[src/rtl/wb_uart_master_pkg.sv]
// Shared opcodes, response codes and FSM state encoding for the UART-driven Wishbone master.
package wb_uart_master_pkg;

    localparam logic [7:0] OP_WR   = 8'h57;
    localparam logic [7:0] OP_RD   = 8'h52;
    localparam logic [7:0] RSP_OK  = 8'h4B;
    localparam logic [7:0] RSP_ERR = 8'h45;
    localparam logic [7:0] RSP_BAD = 8'h3F;

    typedef enum logic [2:0] {
        S_IDLE,
        S_ADDR,
        S_DATA,
        S_REQ,
        S_WAIT,
        S_RESP,
        S_RDATA
    } wum_state_e;

endpackage

[src/rtl/wb_uart_master.sv]
// Byte-stream command parser issuing single pipelined Wishbone reads/writes, answering on a tx stream.
// Latency: bus request registered the cycle after the last frame byte; status byte the cycle after ack/err.
// Backpressure: rx stalls outside IDLE/ADDR/DATA; each tx byte is held until tx_ready_i.
module wb_uart_master
    import wb_uart_master_pkg::*;
#(
    parameter int TIMEOUT_CYCLES = 1023,
    parameter int ADDR_W         = 32
) (
    input  logic              clk_i,
    input  logic              rst_i,
    input  logic [7:0]        rx_data_i,
    input  logic              rx_valid_i,
    output logic              rx_ready_o,
    output logic [7:0]        tx_data_o,
    output logic              tx_valid_o,
    input  logic              tx_ready_i,
    output logic              wb_cyc_o,
    output logic              wb_stb_o,
    output logic              wb_we_o,
    output logic [ADDR_W-1:0] wb_adr_o,
    output logic [31:0]       wb_dat_o,
    output logic [3:0]        wb_sel_o,
    input  logic [31:0]       wb_dat_i,
    input  logic              wb_ack_i,
    input  logic              wb_err_i,
    input  logic              wb_stall_i
);

    localparam int TW = (TIMEOUT_CYCLES > 1) ? $clog2(TIMEOUT_CYCLES) : 1;
    localparam logic [TW-1:0] TMO_LAST = TW'((TIMEOUT_CYCLES > 0) ? TIMEOUT_CYCLES - 1 : 0);

    wum_state_e    state;
    logic [1:0]    cnt;
    logic          is_rd;
    logic          rd_ok;
    logic [31:0]   adr_sr;
    logic [31:0]   dat_sr;
    logic [31:0]   rd_sr;
    logic [TW-1:0] tmo;

    logic        rx_fire;
    logic        tx_fire;
    logic        bus_take;
    logic        tmo_hit;
    logic [31:0] adr_shift;
    logic [31:0] dat_shift;

    assign rx_fire   = rx_valid_i && rx_ready_o;
    assign tx_fire   = tx_valid_o && tx_ready_i;
    assign adr_shift = {adr_sr[23:0], rx_data_i};
    assign dat_shift = {dat_sr[23:0], rx_data_i};
    // A response during REQ only counts once the strobe is actually accepted.
    assign bus_take  = (wb_ack_i || wb_err_i) && ((state == S_WAIT) || !wb_stall_i);
    assign tmo_hit   = (TIMEOUT_CYCLES != 0) && (tmo == TMO_LAST);
    assign wb_sel_o  = 4'hF;

    always_ff @(posedge clk_i or negedge rst_i) begin
        if (!rst_i) begin
            state      <= S_IDLE;
            cnt        <= '0;
            is_rd      <= 1'b0;
            rd_ok      <= 1'b0;
            adr_sr     <= '0;
            dat_sr     <= '0;
            rd_sr      <= '0;
            tmo        <= '0;
            rx_ready_o <= 1'b0;
            tx_data_o  <= '0;
            tx_valid_o <= 1'b0;
            wb_cyc_o   <= 1'b0;
            wb_stb_o   <= 1'b0;
            wb_we_o    <= 1'b0;
            wb_adr_o   <= '0;
            wb_dat_o   <= '0;
        end else begin
            case (state)
                S_IDLE: begin
                    rx_ready_o <= 1'b1;
                    if (rx_fire) begin
                        if (rx_data_i == OP_WR || rx_data_i == OP_RD) begin
                            is_rd <= (rx_data_i == OP_RD);
                            cnt   <= '0;
                            state <= S_ADDR;
                        end else begin
                            rd_ok      <= 1'b0;
                            rx_ready_o <= 1'b0;
                            tx_valid_o <= 1'b1;
                            tx_data_o  <= RSP_BAD;
                            state      <= S_RESP;
                        end
                    end
                end
                S_ADDR: begin
                    if (rx_fire) begin
                        adr_sr <= adr_shift;
                        cnt    <= cnt + 2'd1;
                        if (cnt == 2'd3) begin
                            if (is_rd) begin
                                rx_ready_o <= 1'b0;
                                wb_adr_o   <= adr_shift[ADDR_W-1:0];
                                wb_cyc_o   <= 1'b1;
                                wb_stb_o   <= 1'b1;
                                wb_we_o    <= 1'b0;
                                tmo        <= '0;
                                state      <= S_REQ;
                            end else begin
                                state <= S_DATA;
                            end
                        end
                    end
                end
                S_DATA: begin
                    if (rx_fire) begin
                        dat_sr <= dat_shift;
                        cnt    <= cnt + 2'd1;
                        if (cnt == 2'd3) begin
                            rx_ready_o <= 1'b0;
                            wb_adr_o   <= adr_sr[ADDR_W-1:0];
                            wb_dat_o   <= dat_shift;
                            wb_cyc_o   <= 1'b1;
                            wb_stb_o   <= 1'b1;
                            wb_we_o    <= 1'b1;
                            tmo        <= '0;
                            state      <= S_REQ;
                        end
                    end
                end
                S_REQ, S_WAIT: begin
                    tmo <= tmo + 1'b1;
                    if (bus_take || tmo_hit) begin
                        wb_cyc_o   <= 1'b0;
                        wb_stb_o   <= 1'b0;
                        wb_we_o    <= 1'b0;
                        tx_valid_o <= 1'b1;
                        state      <= S_RESP;
                        // Error outranks a simultaneous ack.
                        if (bus_take && !wb_err_i) begin
                            rd_ok     <= 1'b1;
                            rd_sr     <= wb_dat_i;
                            tx_data_o <= RSP_OK;
                        end else begin
                            rd_ok     <= 1'b0;
                            tx_data_o <= RSP_ERR;
                        end
                    end else if (state == S_REQ && !wb_stall_i) begin
                        wb_stb_o <= 1'b0;
                        state    <= S_WAIT;
                    end
                end
                S_RESP: begin
                    if (tx_fire) begin
                        if (is_rd && rd_ok) begin
                            tx_data_o <= rd_sr[31:24];
                            rd_sr     <= {rd_sr[23:0], 8'h00};
                            cnt       <= '0;
                            state     <= S_RDATA;
                        end else begin
                            tx_valid_o <= 1'b0;
                            rx_ready_o <= 1'b1;
                            state      <= S_IDLE;
                        end
                    end
                end
                S_RDATA: begin
                    if (tx_fire) begin
                        if (cnt == 2'd3) begin
                            tx_valid_o <= 1'b0;
                            rx_ready_o <= 1'b1;
                            state      <= S_IDLE;
                        end else begin
                            tx_data_o <= rd_sr[31:24];
                            rd_sr     <= {rd_sr[23:0], 8'h00};
                            cnt       <= cnt + 2'd1;
                        end
                    end
                end
                default: state <= S_IDLE;
            endcase
        end
    end

endmodule

[config.mk]
export PLATFORM = sky130hd
export DESIGN_NAME = wb_uart_master
export DESIGN_NICKNAME = d
export VERILOG_FILES = /design/src/rtl/wb_uart_master_pkg.sv /design/src/rtl/wb_uart_master.sv
export SDC_FILE = /design/constraint.sdc
export NUM_CORES = 1
export LEC_CHECK = 0
export ABC_AREA = 1
export BUFFER_PORTS_ARGS = -buffer_cell sky130_fd_sc_hd__buf_2
export CORE_MARGIN = 2
export CORE_UTILIZATION = 40
export CTS_CLUSTER_SIZE = 30
export DETAILED_ROUTE_END_ITERATION = 8
export HOLD_SLACK_MARGIN = 0.05
export PLACE_DENSITY = 0.63
export SLEW_MARGIN = 30
export SYNTH_ARGS = -nofsm -noshare
export SYNTH_HDL_FRONTEND = slang
export SYNTH_SLANG_ARGS = --single-unit
[constraint.sdc]
create_clock -name clk_i -period 2 [get_ports clk_i]
set_clock_uncertainty 0.05 [all_clocks]
set_input_delay 0.2 -clock clk_i [delete_from_list [all_inputs] [get_ports clk_i]]
set_output_delay 0.2 -clock clk_i [all_outputs]
set_load 0.01 [all_outputs]
# Word-level counts from Yosys, hierarchy flattened
# Cells that the tools add are included.
[totals]
ff_bits = 182
input_bits = 47
output_inout_bits = 81
word_cells = 167
[classes]
add_sub_neg = 2
eq_ne = 28
n_mux = 84
n_reduce_logical = 37
[ops]
columns = ["op", "count"]
rows = [
  ["32-bit two-way mux", 11],
  ["32-bit case mux with 3 select lines", 1],
  ["32-bit case mux with 2 select lines", 1],
  ["8-bit two-way mux", 7],
  ["10-bit two-way mux", 5],
  ["3-bit two-way mux", 12],
  ["2-bit inequality test, second input constant", 16],
  ["8-bit case mux with 4 select lines", 1],
  ["10-bit case mux with 3 select lines", 1],
  ["1-bit two-way mux", 29],
  ["8-bit AND reduction", 3],
  ["7-bit AND reduction", 3],
  ["3-bit case mux with 6 select lines", 1],
  ["8-bit by 7-bit == test with 1-bit output, second input constant", 2],
  ["2-bit two-way mux", 7],
  ["6-bit AND reduction", 2],
  ["10-bit by 1-bit adder with 10-bit output, second input constant", 1],
  ["10-bit == test, second input constant", 1],
  ["10-bit AND reduction", 1],
  ["3-bit == test, second input constant", 3],
  ["1-bit case mux with 3 select lines", 3],
  ["9-bit AND reduction", 1],
  ["2-bit case mux with 4 select lines", 1],
  ["4-bit nonzero test", 2],
  ["21 further kinds", 36],
]

# Depth between registers and ports, before layout
# Gate-level depths: netlist (run 1).
[logic_depth]
depth_word = 7
depth_mapped = 11
depth_no_buf = 11

# Worst setup path before layout (run 1)
# No wires, ideal clock.
[synth_timing]
path_kind = "reg-to-reg"
from = "reg cnt[0]"
to = "reg wb_dat_o[24]"
setup_time_ns = 0.125
arrival_time_ns = 1.389
required_time_ns = 1.825
path_slack_ns = 0.437
stages_incl_launch_ff = 7
path_buffers = 1
period_less_slack_ns = 1.563
cell_sequence = "dfrtp_1 > ha_1 > inv_1 > nor2_2 > nand2_1 > buf_2 > mux2_2"
[synth_between]
elab_chain_cells = 2
[synth_lines]
columns = ["item", "line_no", "text"]
rows = [
  ["start, declared", "wb_uart_master.sv:34", "logic [1:0] cnt;"],
  ["start signal, assigned", "wb_uart_master.sv:97", "cnt <= cnt + 2'd1;"],
  ["start signal, assigned", "wb_uart_master.sv:116", "cnt <= cnt + 2'd1;"],
  ["start signal, assigned", "wb_uart_master.sv:174", "cnt <= cnt + 2'd1;"],
  ["2-bit == test", "wb_uart_master.sv:117", "if (cnt == 2'd3) begin"],
  ["3-bit AND reduction (no source line)", "-", ""],
  ["end signal, assigned", "wb_uart_master.sv:120", "wb_dat_o <= dat_shift;"],
  ["end, declared", "wb_uart_master.sv:22", "output logic [31:0] wb_dat_o,"],
]
# No other way between the ends.
# A chain may end at the register's enable or synchronous reset.

# Worst setup path in the final report (run 1)
[layout_timing]
from = "reg state[2]"
to = "reg rd_sr[9]"
[layout_between]
elab_chain_cells = 6
word_cells_on_any_way = 18
cone_classes = "eq/ne: 10; mux: 1; reduce/logical: 7"
[layout_lines]
columns = ["item", "line_no", "text"]
rows = [
  ["start, declared", "wb_uart_master.sv:33", "wum_state_e state;"],
  ["start signal, assigned", "wb_uart_master.sv:60", "state <= S_IDLE;"],
  ["start signal, assigned", "wb_uart_master.sv:84", "state <= S_ADDR;"],
  ["start signal, assigned", "wb_uart_master.sv:90", "state <= S_RESP;"],
  ["3-bit == test", "wb_uart_master.sv:54, wb_uart_master.sv:77", ""],
  ["1-bit logical OR", "wb_uart_master.sv:54", "assign bus_take = (wb_ack_i || wb_err_i) && ((state == S_WAIT) || !wb_stall_i);"],
  ["1-bit logical AND", "wb_uart_master.sv:54", ""],
  ["1-bit logical AND / 1-bit logical OR (equally long branches)", "wb_uart_master.sv:138, wb_uart_master.sv:131", ""],
  ["2-bit inequality test (no source line)", "-", ""],
  ["7-bit AND reduction (no source line)", "-", ""],
  ["end signal, assigned", "wb_uart_master.sv:140", "rd_sr <= wb_dat_i;"],
  ["end signal, assigned", "wb_uart_master.sv:155", "rd_sr <= {rd_sr[23:0], 8'h00};"],
  ["end signal, assigned", "wb_uart_master.sv:173", "rd_sr <= {rd_sr[23:0], 8'h00};"],
  ["end, declared", "wb_uart_master.sv:39", "logic [31:0] rd_sr;"],
]
# Several ways; a longest one is shown, not always the timed one.

==> metrics.cfg, run 1 <==
[run_status]
outcome = finished, final reports clean

[sta]
layout_min_cycle_time_ns = 1.85
grt_setup_unrepaired = no
finalCritPeriodShare = 0.925
finalMaxSlewViolations = 0
final-setup-viol-count = 0
maxSlewHeadroom = 0.612
max_slew.worst_pin.slew_ns = 0.581
final-hold-violation-count = 0
totalNegativeSetupSlack_ns = 0
fmax_ghz = 0.541

[floorplan]
placement_rows = 52
dieHeight_um = 148
pin_count = 128
die_area_um2 = 21800
die_width_um = 148
core-area_um2 = 20200
floorplan.initialDensity = 0.408

[yosys]
synth.lib_cells_used.distinct = 36
yosysTopAreaCellShare = 0.552
synthesized_area_fraction_occupied_by_and_or_nand_nor_cells = 0.196
syn-instance-count = 917
synthesis.area_um2 = 8250
syn-mean-instance-area_um2 = 9.00
yosys.area_share.adder = 0.00455
synth-seq-cells = 182
synth-compound-area-share = 0.126
post_synth_mux_area_share = 0.0400
portion_of_the_post_synthesis_area_used_by_sequential_elements = 0.552
synthXorXnorAreaFrac = 0.00849
synth.area.top_cells = dfrtp_1, nand2_1, o21ai_0
synth_top_area_cell = dfrtp_1
main_combinational_cell_family_by_area_after_synthesis = simple AND/OR/NAND/NOR gates
synthesis.yosys.warnings = 0

[global_routing]
grt_pass1_wl_mm = 31.7
first_global_vias = 6285
track_usage = 0.181
antenna_found_initial = 1
global_route_total_overflow = 0
grt_max_degree = 67

[cells_and_area]
final_instance_area_um2 = 10200
multi_input_area_um2 = 3120
antenna_cells = 0
count_of_filler_cells_inserted_in_the_layout = 1915
mostFrequentLayoutCells = nand2_1, dfrtp_1, o21ai_0
num-nets-final = 1125
layout-drive-gt1-share = 0.211
synth_to_layout_area_growth_pct = 23.5
finish.utilization = 0.504
layout.area.seq_um2 = 4560
final_common_cell = nand2_1

[job]
cap_violations = 0

[critical_path]
worst_r2r_path_depth = 9
r2r_start = state[2]
worst_setup_path_startpoint = state[2]
critical_path_arrival_ns = 2.09
cp_data_required_time_ns = 2.24
timing.setup.critical_path_class = register to register
setup.worst_path.end_class = register
worst_setup_path_start_kind = register
ff2ff_setup_slack_ns = 0.15
path_max_fanout = 64

[cts]
clock_tree.root_cell = clkbuf_16
cts.htree.levels = 4
cts_tree = built
cts-buffers-inserted = 17
clockBufferDepth = 2
numClockSinks = 182
clk_transition_reported_paths_ns = 0.07
clk-insertion-delay-late_ns = 0.42

[route]
total_routed_wirelength_mm = 18.6
wl_per_cell_um = 13.7
detailedRoute.firstPassIterationCount = 4
antenna_violating_nets_post_route = 0
detail_route.iter0.violations = 434
drcViolationCount = 0
route.detailed.vias_per_inst = 4.74
dr_total_vias = 6433

[worst_hold_path]
hold_path_class = primary input to register
hold-path-cell-count = 3
worstHoldStart = wb_ack_i

[placed_design]
port_buffer_count = 123
placed_area_um2 = 9170
gp_congestion = 0.843
detailed_place_hpwl_mm = 12.4

[power_and_ir_drop]
cellPowerDensity_nw_per_um2 = 1380
total_power_uw = 14000
p_leak_uw = 0.00520
vdd.ir_drop.worst_v = 0.000797

flip-flops by register name, indices dropped and copies added (netlist names):
signal / flops
tx_data_o: 8
rx_ready_o: 1
wb_dat_o: 32
wb_adr_o: 32
wb_stb_o: 1
rd_ok: 1
tx_valid_o: 1
cnt: 2
is_rd: 1
tmo: 10
wb_cyc_o: 1
wb_we_o: 1
state: 3
dat_sr: 24
rd_sr: 32
adr_sr: 32
logic make-up after synthesis:
logic type | count (synthesis)
simple gates | 370
compound gates | 198
flops | 182
buf+inv | 123
mux | 32
xor+xnor | 8
fa+ha+maj | 3
other cells | 1
cells in the mapped netlist, drive strengths merged:
cell / number
nand2: 295
o21ai: 191
dfrtp: 182
inv: 74
nand3: 35
buf: 32
mux2i: 24
nor2: 22
clkbuf: 17
nand4: 9
mux2: 8
nor3: 7
xor2: 7
a21oi: 4
ha: 3
o22ai: 3
or2: 2
conb: 1
xnor2: 1
power breakdown:
part,switching [µW],leakage [µW],total (µW),internal [µW]
clock,1560,0.000290,3320,1760
combinational,3170,0.00252,5100,1930
sequential,729,0.00238,5600,4870
total,5460,0.00520,14000,8560
worst max-delay path, stage by stage, from the launching register on:
cell and delay [ns]:
dfrtp_1 0.55, buf_4 0.18, nand3_2 0.13, nand2_4 0.17, nand4_4 0.15, nand2_2 0.10, nand2_4 0.05, buf_12 0.19
nand2_1 0.08, o21ai_0 0.07
cell type report:
cell class                 instances  area share
inverter                          74      0.0280
timing repair buffer             184       0.127
clock buffer                      20      0.0458
tap                              270      0.0332
multi-input combinational        616       0.306
sequential                       182       0.447
clock inverter                    12      0.0124
routing by layer:
layer	wire length, µm	track usage	vias up
met1	9120	0.264	2974
met2	8450	0.272	128
met3	681	0.0336	24
met5	13	0	-
li1	-	-	3305
met4	310	0.0601	2
through the flow:
step,hold WS [ns],std cells,setup slack [ns]
2_1_floorplan,-0.146,920,0.437
3_3_place_gp,0.162,1283,-0.0614
3_5_place_dp,0.161,1283,-0.0990
4_1_cts,0.0502,1357,0.0644
5_1_grt,0.0655,1358,0.00157
6_report,0.0640,1358,0.151
worst paths after layout:
path,to
worst max-delay path,rd_sr[9]
worst min-delay path,rd_ok
worst max register to register,rd_sr[9]
worst min register to register,wb_we_o
max in group asynchronous,dat_sr[11]
min in group asynchronous,wb_adr_o[13]
timing repair:
action,in CTS,in global routing
setup buffers,0,1
endpoints found under the hold margin,95,0
hold buffers,41,0
gates resized for setup,0,3
endpoints found under the setup margin,8,37
cloned,1,0
pin swaps,1,1
No activity file was read; power rests on OpenSTA's default activity.
==> inputs of run 2 (changes only) <==
- HOLD_SLACK_MARGIN: 0.05 -> 0.08
- PLACE_DENSITY: 0.63 -> default
- PLACE_DENSITY_LB_ADDON: default -> 0.2
==> run 2 against run 1 <==
  * Critical path depth did not move
  * Non-clock buffer count rose by 5
  * Sequential share of layout area barely moved
  * Setup slack improved by 0.064 ns
  * Fmax rose by 3.6%
  * Worst hold slack improved by 0.040 ns
  * Sequential power barely moved
  * Global-route usage fell by 0.55 points
  * Total power fell by 0.71%
  * Critical path type unchanged
  * Critical endpoint is now rd_sr[21]
==> metrics.cfg, run 2 (same netlist as run 1, synthesis figures left out) <==
[run_status]
outcome = finished, final reports clean

[critical_path]
ff2ff_setup_slack_ns = 0.21  ; +0.06 ns
cp_data_required_time_ns = 2.30  ; +0.06 ns
path_max_fanout = 13  ; -80%
timing.setup.critical_path_class = register to register
worst_r2r_path_depth = 9  ; unchanged
setup.worst_path.end_class = register
worst_setup_path_start_kind = register
critical_path_arrival_ns = 2.09  ; about the same
r2r-end = rd_sr[21]
r2r_start = state[2]

[floorplan]
pin_count = 128  ; unchanged
die_area_um2 = 21800  ; unchanged
placement_rows = 52  ; unchanged
core-area_um2 = 20200  ; unchanged
floorplan.initialDensity = 0.408  ; unchanged
die_width_um = 148  ; unchanged
dieHeight_um = 148  ; unchanged

[cells_and_area]
layout-drive-gt1-share = 0.211  ; -0.000388
synth_to_layout_area_growth_pct = 23.5  ; about the same
num-nets-final = 1129  ; +0.36%
mostFrequentLayoutCells = nand2_1, dfrtp_1, o21ai_0
final_common_cell = nand2_1
count_of_filler_cells_inserted_in_the_layout = 1964  ; +2.6%
final_instance_area_um2 = 10200  ; about the same
finish.utilization = 0.504  ; about the same
antenna_cells = 0  ; unchanged

[sta]
finalMaxSlewViolations = 0  ; unchanged
layout_min_cycle_time_ns = 1.79  ; -0.0639 ns
grt_setup_unrepaired = no
finalCritPeriodShare = 0.893  ; -0.0320
maxSlewHeadroom = 0.651  ; +0.0390
max_slew.worst_pin.slew_ns = 0.524  ; -0.0579 ns
final-setup-viol-count = 0  ; unchanged
fmax_ghz = 0.560  ; +3.6%
totalNegativeSetupSlack_ns = 0  ; unchanged
final-hold-violation-count = 0  ; unchanged

[global_routing]
grt_max_degree = 67  ; unchanged
grt_pass1_wl_mm = 30.8  ; -2.9%
track_usage = 0.175  ; -0.00551
global_route_total_overflow = 0  ; unchanged
antenna_found_initial = 0  ; -1
first_global_vias = 6115  ; -2.7%

[power_and_ir_drop]
cellPowerDensity_nw_per_um2 = 1370  ; -0.75%
p_leak_uw = 0.00521  ; +0.31%
vdd.ir_drop.worst_v = 0.000682  ; -14%

[cts]
clockBufferDepth = 2  ; unchanged
cts-buffers-inserted = 17  ; unchanged
post_cts.repair.setup_buffers = 0  ; unchanged
clock_tree.root_cell = clkbuf_16
cts.htree.levels = 4  ; unchanged
cts_tree = built
clk-insertion-delay-late_ns = 0.42  ; about the same
numClockSinks = 182  ; unchanged
clk_transition_reported_paths_ns = 0.07  ; about the same

[worst_hold_path]
hold-path-cell-count = 4  ; +1
worstHoldStart = wb_err_i
endpoint_with_the_worst_hold_slack = rd_ok
hold_path_class = primary input to register

[placed_design]
gp_congestion = 0.838  ; -0.62%
detailed_place_hpwl_mm = 12.8  ; +2.9%
port_buffer_count = 123  ; unchanged
placed_area_um2 = 9230  ; +0.68%

[job]
cap_violations = 0  ; unchanged

[route]
detail_route.iter0.violations = 274  ; -37%
detailedRoute.firstPassIterationCount = 4  ; unchanged
dr_total_vias = 6410  ; -0.36%
antenna_violating_nets_post_route = 0  ; unchanged
route.detailed.vias_per_inst = 4.71  ; -0.50%
total_routed_wirelength_mm = 18.4  ; -1.0%
wl_per_cell_um = 13.5  ; -1.1%
drcViolationCount = 0  ; unchanged

-- run 2: changes by cell type in the layout (fill, tap and decap cells not counted), sizes merged --
cell | before | now
buf | 142 | 146
inv | 81 | 78
clkbuf | 21 | 22
clkinv | 4 | 5
clkinvlp | 1 | 0
dlygate4sd3 | 41 | 42
nor2 | 23 | 22
-- run 2: cell type report --
class	instances	area [µm²]	share of cell area
flip-flops and latches	182	4560	0.447
multi-input cells	615	3110	0.305
repair buffers	189	1360	0.134
clock buffers	21	470	0.0462
well taps	270	338	0.0331
inverters	74	283	0.0277
clock inverters	9	70.1	0.00687
-- run 2: per-layer routing --
metal / track usage / vias up / routed length (µm)
li1: - / 3297 / -
met1: 0.256 / 2987 / 9240
met2: 0.268 / 108 / 8260
met3: 0.0333 / 18 / 691
met4: 0.0490 / 0 / 204
met5: 0 / - / 0
-- run 2: how the worst max path moves through the flow --
stage / from / end / slack [ns] / cells after the start
after floorplan: cnt[0] / wb_dat_o[24] / 0.44 / 6
after global placement: state[0] / wb_adr_o[24] / 0.16 / 8
after detailed placement: state[0] / wb_adr_o[0] / 0.16 / 8
after CTS: state[0] / wb_adr_o[28] / 0.14 / 8
after global routing: state[0] / wb_cyc_o / 0.06 / 9
final: state[2] / rd_sr[21] / 0.21 / 9
-- run 2: per-stage QoR --
stage / std cells / worst slack (ns) / total power, µW / hold WS [ns]
floorplan: 920 / 0.437 / 9320 / -0.146
global placement: 1288 / 0.156 / 10800 / 0.186
detailed placement: 1288 / 0.158 / 10800 / 0.183
global route: 1360 / 0.0560 / 15100 / 0.148
finish: 1360 / 0.215 / 13900 / 0.104
CTS: 1360 / 0.144 / 14100 / 0.0981
-- run 2: timing repair --
item / 4_1_cts / 5_1_grt
hold endpoints to repair: 108 / 0
setup endpoints to repair: 0 / 3
hold buffers: 42 / 0
gates resized for setup: 0 / 1
-- run 2: critical path, cell delays in order, from the launching register on --
cell and delay, ns:
dfrtp_1 0.41, buf_4 0.20, nand3_1 0.12, nand2_2 0.10, inv_2 0.22, nand2_2 0.10, nand2_4 0.17, buf_4 0.20
nand2_1 0.06, o21ai_1 0.07
-- run 2: where the power goes --
part	leakage, µW	switching [µW]	internal (µW)	total [µW]
Combinational	0.00256	3210	2000	5210
Clock	0.000272	1430	1690	3130
Sequential	0.00238	706	4870	5580
